## src/rtl/seq_match_ctrl_if.sv

```systemverilog
// Bus bundle for seq_match_ctrl: configuration handshake, control strobes,
// serial input and status outputs. The host side uses the master modport,
// the controller uses the slave modport.
interface seq_match_ctrl_if #(
  parameter int MAX_LEN = 8,
  parameter int LEN_W   = 4,
  parameter int CNT_W   = 8,
  parameter int TO_W    = 16
);
  // Configuration handshake: a config word transfers on any clock edge where
  // cfg_valid and cfg_ready are both high. cfg_ready is low only while ARMED;
  // the host may hold cfg_valid high across not-ready cycles and nothing is
  // latched until cfg_ready returns.
  logic                 cfg_valid;
  logic                 cfg_ready;
  logic [MAX_LEN-1:0]   cfg_pattern;
  logic [LEN_W-1:0]     cfg_len;
  logic [CNT_W-1:0]     cfg_target;
  logic [TO_W-1:0]      cfg_timeout;
  logic                 start;
  logic                 abort;
  logic                 din_valid;
  logic                 din;
  logic                 busy;
  logic                 match_pulse;
  logic [CNT_W-1:0]     match_count;
  logic                 done;
  logic                 timed_out;
  logic [1:0]           dbg_state;

  modport master (
    output cfg_valid, cfg_pattern, cfg_len, cfg_target, cfg_timeout,
    output start, abort, din_valid, din,
    input  cfg_ready, busy, match_pulse, match_count, done, timed_out, dbg_state
  );

  modport slave (
    input  cfg_valid, cfg_pattern, cfg_len, cfg_target, cfg_timeout,
    input  start, abort, din_valid, din,
    output cfg_ready, busy, match_pulse, match_count, done, timed_out, dbg_state
  );
endinterface

```

## src/rtl/seq_match_ctrl.sv

```systemverilog
// Run-time configurable serial pattern-match controller. Latches a pattern
// configuration, arms on start, counts overlapping matches in the qualified
// serial stream and finishes on a target count (done) or a cycle budget
// (timed_out). All outputs come straight from registers.
module seq_match_ctrl #(
  parameter int MAX_LEN = 8,
  parameter int LEN_W   = 4,
  parameter int CNT_W   = 8,
  parameter int TO_W    = 16
) (
  input logic               clk,
  input logic               rst,
  seq_match_ctrl_if.slave   bus
);

  typedef enum logic [1:0] {
    IDLE    = 2'd0,
    ARMED   = 2'd1,
    DONE    = 2'd2,
    TIMEOUT = 2'd3
  } state_t;

  state_t               state_q, state_d;
  logic [MAX_LEN-1:0]   pat_q, pat_d, hist_q, hist_d;
  logic [LEN_W-1:0]     len_q, len_d, fill_q, fill_d;
  logic [CNT_W-1:0]     tgt_q, tgt_d, cnt_q, cnt_d;
  logic [TO_W-1:0]      tmo_q, tmo_d, tcnt_q, tcnt_d;
  logic                 busy_q, busy_d, pulse_q, pulse_d;
  logic                 done_q, done_d, tout_q, tout_d;

  logic [LEN_W-1:0]     len_in, fill_nx;
  logic [MAX_LEN-1:0]   mask, shifted;
  logic [CNT_W-1:0]     cnt_inc;
  logic                 cfg_ready, cfg_fire, hit;

  assign cfg_ready = (state_q != ARMED);
  assign cfg_fire  = bus.cfg_valid && cfg_ready;

  // Length 0 behaves as 1; anything beyond the history width clamps to it.
  always_comb begin
    len_in = bus.cfg_len;
    if (bus.cfg_len == '0) len_in = LEN_W'(1);
    else if (bus.cfg_len > LEN_W'(MAX_LEN)) len_in = LEN_W'(MAX_LEN);
  end

  // Compare window: the low len bits of history and pattern.
  always_comb begin
    mask = '0;
    for (int i = 0; i < MAX_LEN; i++) mask[i] = (LEN_W'(i) < len_q);
  end

  // History with the current bit included; the fill count saturates at len
  // so a match needs at least len bits received since arming.
  assign shifted = {hist_q[MAX_LEN-2:0], bus.din};
  assign fill_nx = (fill_q < len_q) ? fill_q + 1'b1 : fill_q;
  assign cnt_inc = (cnt_q == '1) ? cnt_q : cnt_q + 1'b1;
  assign hit     = (state_q == ARMED) && bus.din_valid && (fill_nx >= len_q) &&
                   (((shifted ^ pat_q) & mask) == '0);

  // Next-state and next-output logic; abort overrides everything except
  // the config latch, and a completing match beats an expiring budget.
  always_comb begin
    state_d = state_q;
    pat_d   = pat_q;
    len_d   = len_q;
    tgt_d   = tgt_q;
    tmo_d   = tmo_q;
    hist_d  = hist_q;
    fill_d  = fill_q;
    tcnt_d  = tcnt_q;
    cnt_d   = cnt_q;
    busy_d  = busy_q;
    pulse_d = 1'b0;
    done_d  = done_q;
    tout_d  = tout_q;
    if (cfg_fire) begin
      pat_d = bus.cfg_pattern;
      len_d = len_in;
      tgt_d = bus.cfg_target;
      tmo_d = bus.cfg_timeout;
    end
    if (bus.abort) begin
      state_d = IDLE;
      busy_d  = 1'b0;
      done_d  = 1'b0;
      tout_d  = 1'b0;
      cnt_d   = '0;
      hist_d  = '0;
      fill_d  = '0;
      tcnt_d  = '0;
    end else begin
      case (state_q)
        IDLE, DONE, TIMEOUT: begin
          if (bus.start) begin
            state_d = ARMED;
            busy_d  = 1'b1;
            done_d  = 1'b0;
            tout_d  = 1'b0;
            cnt_d   = '0;
            hist_d  = '0;
            fill_d  = '0;
            tcnt_d  = '0;
          end
        end
        ARMED: begin
          tcnt_d = tcnt_q + 1'b1;
          if (bus.din_valid) begin
            hist_d = shifted;
            fill_d = fill_nx;
          end
          if (hit) begin
            pulse_d = 1'b1;
            cnt_d   = cnt_inc;
          end
          if (hit && (tgt_q != '0) && (cnt_inc == tgt_q)) begin
            state_d = DONE;
            busy_d  = 1'b0;
            done_d  = 1'b1;
          end else if ((tmo_q != '0) && (tcnt_q == tmo_q)) begin
            state_d = TIMEOUT;
            busy_d  = 1'b0;
            tout_d  = 1'b1;
          end
        end
        default: state_d = IDLE;
      endcase
    end
  end

  // State register.
  always_ff @(posedge clk) begin
    if (rst) state_q <= IDLE;
    else     state_q <= state_d;
  end

  // Config, datapath and output registers.
  always_ff @(posedge clk) begin
    if (rst) begin
      pat_q   <= '0;
      len_q   <= LEN_W'(1);
      tgt_q   <= CNT_W'(1);
      tmo_q   <= '0;
      hist_q  <= '0;
      fill_q  <= '0;
      tcnt_q  <= '0;
      cnt_q   <= '0;
      busy_q  <= 1'b0;
      pulse_q <= 1'b0;
      done_q  <= 1'b0;
      tout_q  <= 1'b0;
    end else begin
      pat_q   <= pat_d;
      len_q   <= len_d;
      tgt_q   <= tgt_d;
      tmo_q   <= tmo_d;
      hist_q  <= hist_d;
      fill_q  <= fill_d;
      tcnt_q  <= tcnt_d;
      cnt_q   <= cnt_d;
      busy_q  <= busy_d;
      pulse_q <= pulse_d;
      done_q  <= done_d;
      tout_q  <= tout_d;
    end
  end

  assign bus.cfg_ready   = cfg_ready;
  assign bus.busy        = busy_q;
  assign bus.match_pulse = pulse_q;
  assign bus.match_count = cnt_q;
  assign bus.done        = done_q;
  assign bus.timed_out   = tout_q;
  assign bus.dbg_state   = state_q;

endmodule

```

## src/flat_wrapper.sv

```systemverilog
// flat-port wrapper written by rule: the top's interface ports become plain ports
module seq_match_ctrl_flat 
#(
  parameter int MAX_LEN = 8,
  parameter int LEN_W   = 4,
  parameter int CNT_W   = 8,
  parameter int TO_W    = 16
)
  (clk, rst, bus_cfg_valid, bus_cfg_pattern, bus_cfg_len, bus_cfg_target, bus_cfg_timeout, bus_start, bus_abort, bus_din_valid, bus_din, bus_cfg_ready, bus_busy, bus_match_pulse, bus_match_count, bus_done, bus_timed_out, bus_dbg_state);
  seq_match_ctrl_if #(.MAX_LEN(MAX_LEN), .LEN_W(LEN_W), .CNT_W(CNT_W), .TO_W(TO_W)) bus_i ();
  input logic clk;
  input logic rst;
  input wire logic [$bits(bus_i.cfg_valid)-1:0] bus_cfg_valid;
  input wire logic [$bits(bus_i.cfg_pattern)-1:0] bus_cfg_pattern;
  input wire logic [$bits(bus_i.cfg_len)-1:0] bus_cfg_len;
  input wire logic [$bits(bus_i.cfg_target)-1:0] bus_cfg_target;
  input wire logic [$bits(bus_i.cfg_timeout)-1:0] bus_cfg_timeout;
  input wire logic [$bits(bus_i.start)-1:0] bus_start;
  input wire logic [$bits(bus_i.abort)-1:0] bus_abort;
  input wire logic [$bits(bus_i.din_valid)-1:0] bus_din_valid;
  input wire logic [$bits(bus_i.din)-1:0] bus_din;
  output wire logic [$bits(bus_i.cfg_ready)-1:0] bus_cfg_ready;
  output wire logic [$bits(bus_i.busy)-1:0] bus_busy;
  output wire logic [$bits(bus_i.match_pulse)-1:0] bus_match_pulse;
  output wire logic [$bits(bus_i.match_count)-1:0] bus_match_count;
  output wire logic [$bits(bus_i.done)-1:0] bus_done;
  output wire logic [$bits(bus_i.timed_out)-1:0] bus_timed_out;
  output wire logic [$bits(bus_i.dbg_state)-1:0] bus_dbg_state;
  assign bus_i.cfg_valid = bus_cfg_valid;
  assign bus_i.cfg_pattern = bus_cfg_pattern;
  assign bus_i.cfg_len = bus_cfg_len;
  assign bus_i.cfg_target = bus_cfg_target;
  assign bus_i.cfg_timeout = bus_cfg_timeout;
  assign bus_i.start = bus_start;
  assign bus_i.abort = bus_abort;
  assign bus_i.din_valid = bus_din_valid;
  assign bus_i.din = bus_din;
  assign bus_cfg_ready = bus_i.cfg_ready;
  assign bus_busy = bus_i.busy;
  assign bus_match_pulse = bus_i.match_pulse;
  assign bus_match_count = bus_i.match_count;
  assign bus_done = bus_i.done;
  assign bus_timed_out = bus_i.timed_out;
  assign bus_dbg_state = bus_i.dbg_state;
  seq_match_ctrl #(.MAX_LEN(MAX_LEN), .LEN_W(LEN_W), .CNT_W(CNT_W), .TO_W(TO_W)) u_core (.clk(clk), .rst(rst), .bus(bus_i));
endmodule
```

## config.mk

```make
export PLATFORM = sky130hd
export DESIGN_NAME = seq_match_ctrl_flat
export DESIGN_NICKNAME = d
export VERILOG_FILES = /design/src/rtl/seq_match_ctrl_if.sv /design/src/rtl/seq_match_ctrl.sv /design/src/flat_wrapper.sv
export SDC_FILE = /design/constraint.sdc
export NUM_CORES = 1
export LEC_CHECK = 0
export CAP_MARGIN = 20
export CORE_MARGIN = 2
export CORE_UTILIZATION = 54
export DETAILED_ROUTE_END_ITERATION = 10
export GPL_TIMING_DRIVEN = 0
export PLACE_DENSITY_LB_ADDON = 0.25
export SYNTH_ARGS = -nofsm -noshare
export SYNTH_HDL_FRONTEND = slang
export SYNTH_SLANG_ARGS = --single-unit
```

## constraint.sdc

```tcl
create_clock -name clk -period 4.4 [get_ports clk]
set_clock_uncertainty 0.15 [all_clocks]
set_input_delay 0.44 -clock clk [delete_from_list [all_inputs] [get_ports clk]]
set_output_delay 0.44 -clock clk [all_outputs]
set_load 0.01 [all_outputs]
```

Yosys cells after proc, flatten, opt, wreduce, memory -nomap -nowiden. Index checks and enable logic that the tools add are counted.

Output and inout bits: 15. Word-level logic and storage cells: 93. Input bits: 43. Register bits: 77.

Eq/ne operators: 14. Reduce and logical (&&, ||, !) cells: 20. Muxes and demuxes: 29. Magnitude comparators: 11. Bitwise operators: 3. $add $sub $neg: 3.

Operator list (count): $pmux 16 s2 (1); $mux 8 (3); $mux 4 (5); $add 16x1->16 const B (1); $eq 16x16->1 (1); $lt 3x4->1 const A (4); $mux 16 (1); $pmux 8 s2 (1); $reduce_bool 16->1 (1); $pmux 7 s2 (1); $ne 2x2->1 const B (5); $add 8x1->8 const B (1); $and 8x8->8 (1); $eq 8x8->1 (1); $eq 8x8->1 const B (1); $logic_not 8->1 (1); $lt 1x4->1 const A (2); $lt 2x4->1 const A (2); $mux 1 (8); $pmux 4 s2 (1); $reduce_and 2->1 (4); $reduce_bool 8->1 (1); $xor 8x8->8 (1); $logic_and 1x1->1 (7); other kinds (18) (25).

Depth between registers and ports, before layout.
Depth after elaboration: 9. Gate-level depth with buffers: 15. Depth with buffers taken out: 14.

Least setup slack after synthesis. No wires, ideal clock.

Path type: register to register. From: reg u_core.len_q[1]. To: reg u_core.cnt_q[0] (netlist: u_core.bus.match_count[0]). Path slack: 0.690 ns. Required time: 4.185 ns. Arrival time: 3.494 ns. Stages on the path, launching flop included: 14. Setup time: 0.065 ns. Clock period less this slack: 3.710 ns. Buffers on the path: 0. Path through: dfxtp_1 inv_1 ha_1 a21o_1 a21o_1 a21oi_1 mux2_2 ha_1 a211o_1 a21oi_1 a2111oi_0 a21boi_1 mux2_2 nor2_1.

Word-level cells in the longest chain between the ends: 7. Elaborated cells on any way between the ends: 17. Classes of those cells: 10 x order compare; 1 x eq/ne; 1 x mux; 1 x bitwise; 4 x reduce/logical.

Ends and longest elaborated chain: start: declaration (RTL line seq_match_ctrl.sv:25) `logic [LEN_W-1:0] len_q, len_d, fill_q, fill_d;`; start signal: assignment (RTL line seq_match_ctrl.sv:153) `len_q <= len_d;`; $lt 4x4->1 (RTL line seq_match_ctrl.sv:55) `assign fill_nx = (fill_q < len_q) ? fill_q + 1'b1 : fill_q;`; $mux 4 (RTL line seq_match_ctrl.sv:55); $ge 4x4->1 (RTL line seq_match_ctrl.sv:57) `assign hit = (state_q == ARMED) && bus.din_valid && (fill_nx >= len_q) &&`; $logic_and 1x1->1 (RTL line seq_match_ctrl.sv:57); $logic_and 1x1->1 (*) (RTL line seq_match_ctrl.sv:57); $ne 2x1->1 (no source line) (*); $reduce_and 2->1 (no source line) (*); end signal: assignment (RTL line seq_match_ctrl.sv:159) `cnt_q <= cnt_d;`; end: declaration (RTL line seq_match_ctrl.sv:26) `logic [CNT_W-1:0] tgt_q, tgt_d, cnt_q, cnt_d;`.

Mark *: on every way between the ends. The rest lies on a longest branch, timed or not. A chain may end at the register's enable or synchronous reset.

Worst setup path in the final report. Ends and elaborated chain as after synthesis.

==> key figures <==
Worst setup path
  – Worst R2R Start: u_core.len_q[1]$_SDFFE_PP0P_
  – CP required: between 4000 and 5000 ps
  – Worst Path Max Fanout: 6
  – FF-to-FF setup slack: roughly 260 ps
  – Worst Path Arrival: around 4300 ps
  – Reg-to-Reg End: u_core.bus.match_count[0]$_SDFFE_PP0P_
  – CP Capture Type: flop
  – Worst Setup EP: u_core.bus.match_count[0]$_SDFFE_PP0P_
  – Crit path from: u_core.len_q[1]$_SDFFE_PP0P_
  – Startpoint types: flop
  – Kind of critical path: reg2reg
  – Worst Reg2Reg Path Length in Cells: 14

Power and ir drop
  – Net Sw Frac: 0.269
  – Leak Pwr: around 1.7 nW
  – P_sw: between 0.3 and 0.4 mW
  – Pwr Total: between 1 and 1.5 mW
  – Clock power frac: 0.342
  – Sequential power share: 0.528
  – P per Cell Area: slightly below 300 mW/mm^2
  – Peak supply drop: 0.199 mV
  – Logic pwr share: 0.129
  – P_int: 1.03 mW

STA
  – Max Slew Vio Count: 0
  – Final period util: 0.941
  – RSZ-0062 raised after global routing: no
  – Final setup fails: 0
  – Actual slew at the worst max-slew pin: between 600 and 700 ps
  – WHS: about 320 ps
  – Final min period: just over 4000 ps
  – Hold Vio Cnt, Final: 0
  – F_max: roughly 240 MHz
  – Worst slew margin: 0.561
  – Final TNS setup: 0 ps

Global routing
  – Initial antenna violation count: 0
  – Largest net degree at the start of global routing: 14
  – GRT overflow: 0
  – GRT Util Overall: 0.247
  – Vias in the first global route: 3361
  – First-pass GRT wire length: between 15 and 20 mm

Layout
  – Antenna cell count: 0
  – Layout cells sized above 1: 0.0587
  – Layout area overhead: 22.2%
  – Most common cell after layout, fill and taps aside: nand2_1
  – Non-filler cells, final: 661
  – Fin area: slightly below 0.005 mm^2
  – Commonest non-fill, non-tap cells in the layout: nand2_1 (97), dfxtp_1 (77), clkdlybuf4s50_1 (57)
  – Fin nets: ~600

Drt
  – Final WL: roughly 9.5 mm
  – 1st-iter DRT viols: about 220
  – Post-DR vias/cell: ~5.7
  – Per-cell routed wire length: roughly 14 um
  – Residual DRC count: 0
  – Drt pass-1 iters: 4
  – Detailed-route via count: 3737
  – Routed Antenna Nets: 0

Clocking
  – CTS buffer count: 9
  – H-tree Lvls: 3
  – Hold bufs inserted after CTS: 0
  – CTS root buf: clkbuf_8
  – Postcts setup bufs: 0
  – Clk_lat worst skew: 360 ps
  – CTS Buffer Depth: 2
  – Clock sink total: slightly below 80
  – CTS tree: built
  – Worst-path clk slew: 80 ps

Logic synthesis
  – Yosys warns: 0
  – Synth Instances: between 400 and 500
  – Post-Syn Nets: 542
  – Post-synth ARST share: 0
  – Count of cell types in the netlist: just under 60
  – FF+latch count, synth: a little under 80
  – Avg Cell Area, Syn: 8.04 um^2
  – Most used DFF post-synth: dfxtp_1
  – EDFF count, synth: 0
  – Cell Area, Synth: ~0.0039 mm^2
  – Sequential share of the synthesized area: 0.392

Floorplan
  – Die Ht: between 80 and 90 um
  – Die area: about 0.008 mm^2
  – Starting Density: 0.551
  – CORE AREA: 0.00714 mm^2
  – Die Width: 89.4 um
  – Placement Rows: 31
  – Io pins: 58

Status
  – Run status: finished clean

Min path
  – Type of the worst min-delay path: reg2reg
  – Worst hold start: u_core.pat_q[0]$_SDFFE_PP0P_

Placement
  – HPWL reported at the end of detailed placement: 7.05 mm
  – GP Congestion: 0.889
  – Cell Area, Placed: around 0.0046 mm^2
  – DP Cell Count: roughly 650
  – PortBufs: 57

Job
  – MaxCap Viol Count: 0
==> state kept, by name (all words and copies together), names as in the netlist <==
signal and cells:
u_core.bus.match_count 8, u_core.bus.done 1, u_core.bus.busy 1, u_core.bus.match_pulse 1, u_core.bus.timed_out 1, u_core.bus.dbg_state 2, u_core.fill_q 4, u_core.hist_q 7
u_core.tgt_q 8, u_core.pat_q 8, u_core.tmo_q 16, u_core.tcnt_q 16, u_core.len_q 4
==> synth_stat cells (3+ instances only) <==
library cell / n / area share
and3_1: 4 / 0.0064
nor3_1: 9 / 0.011
and2_1: 4 / 0.0064
a21o_1: 3 / 0.0057
nand4_1: 9 / 0.014
inv_1: 5 / 0.0048
ha_1: 10 / 0.032
a311oi_1: 3 / 0.0067
a31oi_1: 5 / 0.0080
nor2_1: 36 / 0.034
a21oi_1: 53 / 0.067
nor4_1: 8 / 0.013
a22oi_1: 9 / 0.017
clkbuf_1: 23 / 0.022
o21ai_0: 9 / 0.011
nand3_1: 15 / 0.019
dfxtp_1: 77 / 0.39
xor2_1: 14 / 0.031
mux2_2: 4 / 0.011
nand2b_1: 7 / 0.011
nand2_1: 97 / 0.093
o21a_1: 4 / 0.0076
nand3b_1: 4 / 0.0076
and4_1: 4 / 0.0089
a211oi_1: 6 / 0.011
xnor2_1: 21 / 0.047
o211ai_1: 6 / 0.011
==> cell families after synthesis <==
logic type,after synthesis,share of synthesized area
AND/OR/NAND/NOR,209,0.250
buffers and inverters,34,0.0378
flip-flops,77,0.392
multiplexers,5,0.0140
AO/OA/AOI/OAI,119,0.197
XOR/XNOR,35,0.0779
adder cells (fa/ha/maj),10,0.0318
==> how the worst min path moves through the flow <==
stage,slack (ps),cells after the start,to
6_report,320,2,u_core.pat_q[0]$_SDFFE_PP0P_
5_1_grt,340,2,u_core.pat_q[0]$_SDFFE_PP0P_
2_1_floorplan,300,2,u_core.pat_q[7]$_SDFFE_PP0P_
4_1_cts,320,2,u_core.pat_q[0]$_SDFFE_PP0P_
3_5_place_dp,310,2,u_core.pat_q[0]$_SDFFE_PP0P_
3_3_place_gp,300,2,u_core.bus.done$_SDFFE_PP0P_
==> routing by layer <==
layer  up-vias  wire (um)  track usage
li1       1869          -            -
met3        11        545       0.0489
met5         -          0            0
met2       121       4610        0.415
met4         0         99       0.0882
met1      1736       4250        0.316
==> power groups by stage <==
stage / logic [mW] / registers (mW) / clock network, mW
finish: 0.181 / 0.742 / 0.481
global route: 0.201 / 0.746 / 0.517
detailed placement: 0.180 / 0.758 / 0
CTS: 0.181 / 0.742 / 0.489
global placement: 0.176 / 0.757 / 0
floorplan: 0.107 / 0.752 / 0
==> stage by stage <==
step,util,setup slack [ps]
2_1_floorplan,-,690
3_5_place_dp,0.648,-45.1
5_1_grt,0.674,23.2
6_report,0.674,259
3_3_place_gp,0.648,-19.8
4_1_cts,0.673,85.6
==> what timing repair did <==
| action | in CTS | in global routing |
|---|---|---|
| endpoints found under the setup margin | 2 | 3 |
| gates resized for setup | 1 | 1 |
| cloned | 0 | 0 |
| pin swaps | 0 | 0 |
| endpoints found under the hold margin | 0 | 0 |
==> cell type report <==
cell class | count | area (um^2)
timing repair buffer | 57 | 571
inverter | 5 | 18.8
fill | 649 | 2330
tap | 99 | 124
clock inverter | 6 | 36.3
multi-input combinational | 378 | 2250
sequential | 77 | 1540
clock buffer | 10 | 138
buffer | 29 | 130
==> critical path, stage by stage, from the launching register on <==
cell and delay, ps:
dfxtp_1 450, inv_1 100, ha_1 280, a21o_1 160, a21o_1 170, a21oi_1 420
nand4_1 250, xnor2_1 190, ha_1 290, o21a_1 110, a21oi_1 70, a2111oi_2 460
a21boi_1 490, mux2_2 390, nor2_1 90
Power figures use the tool's default switching activity.
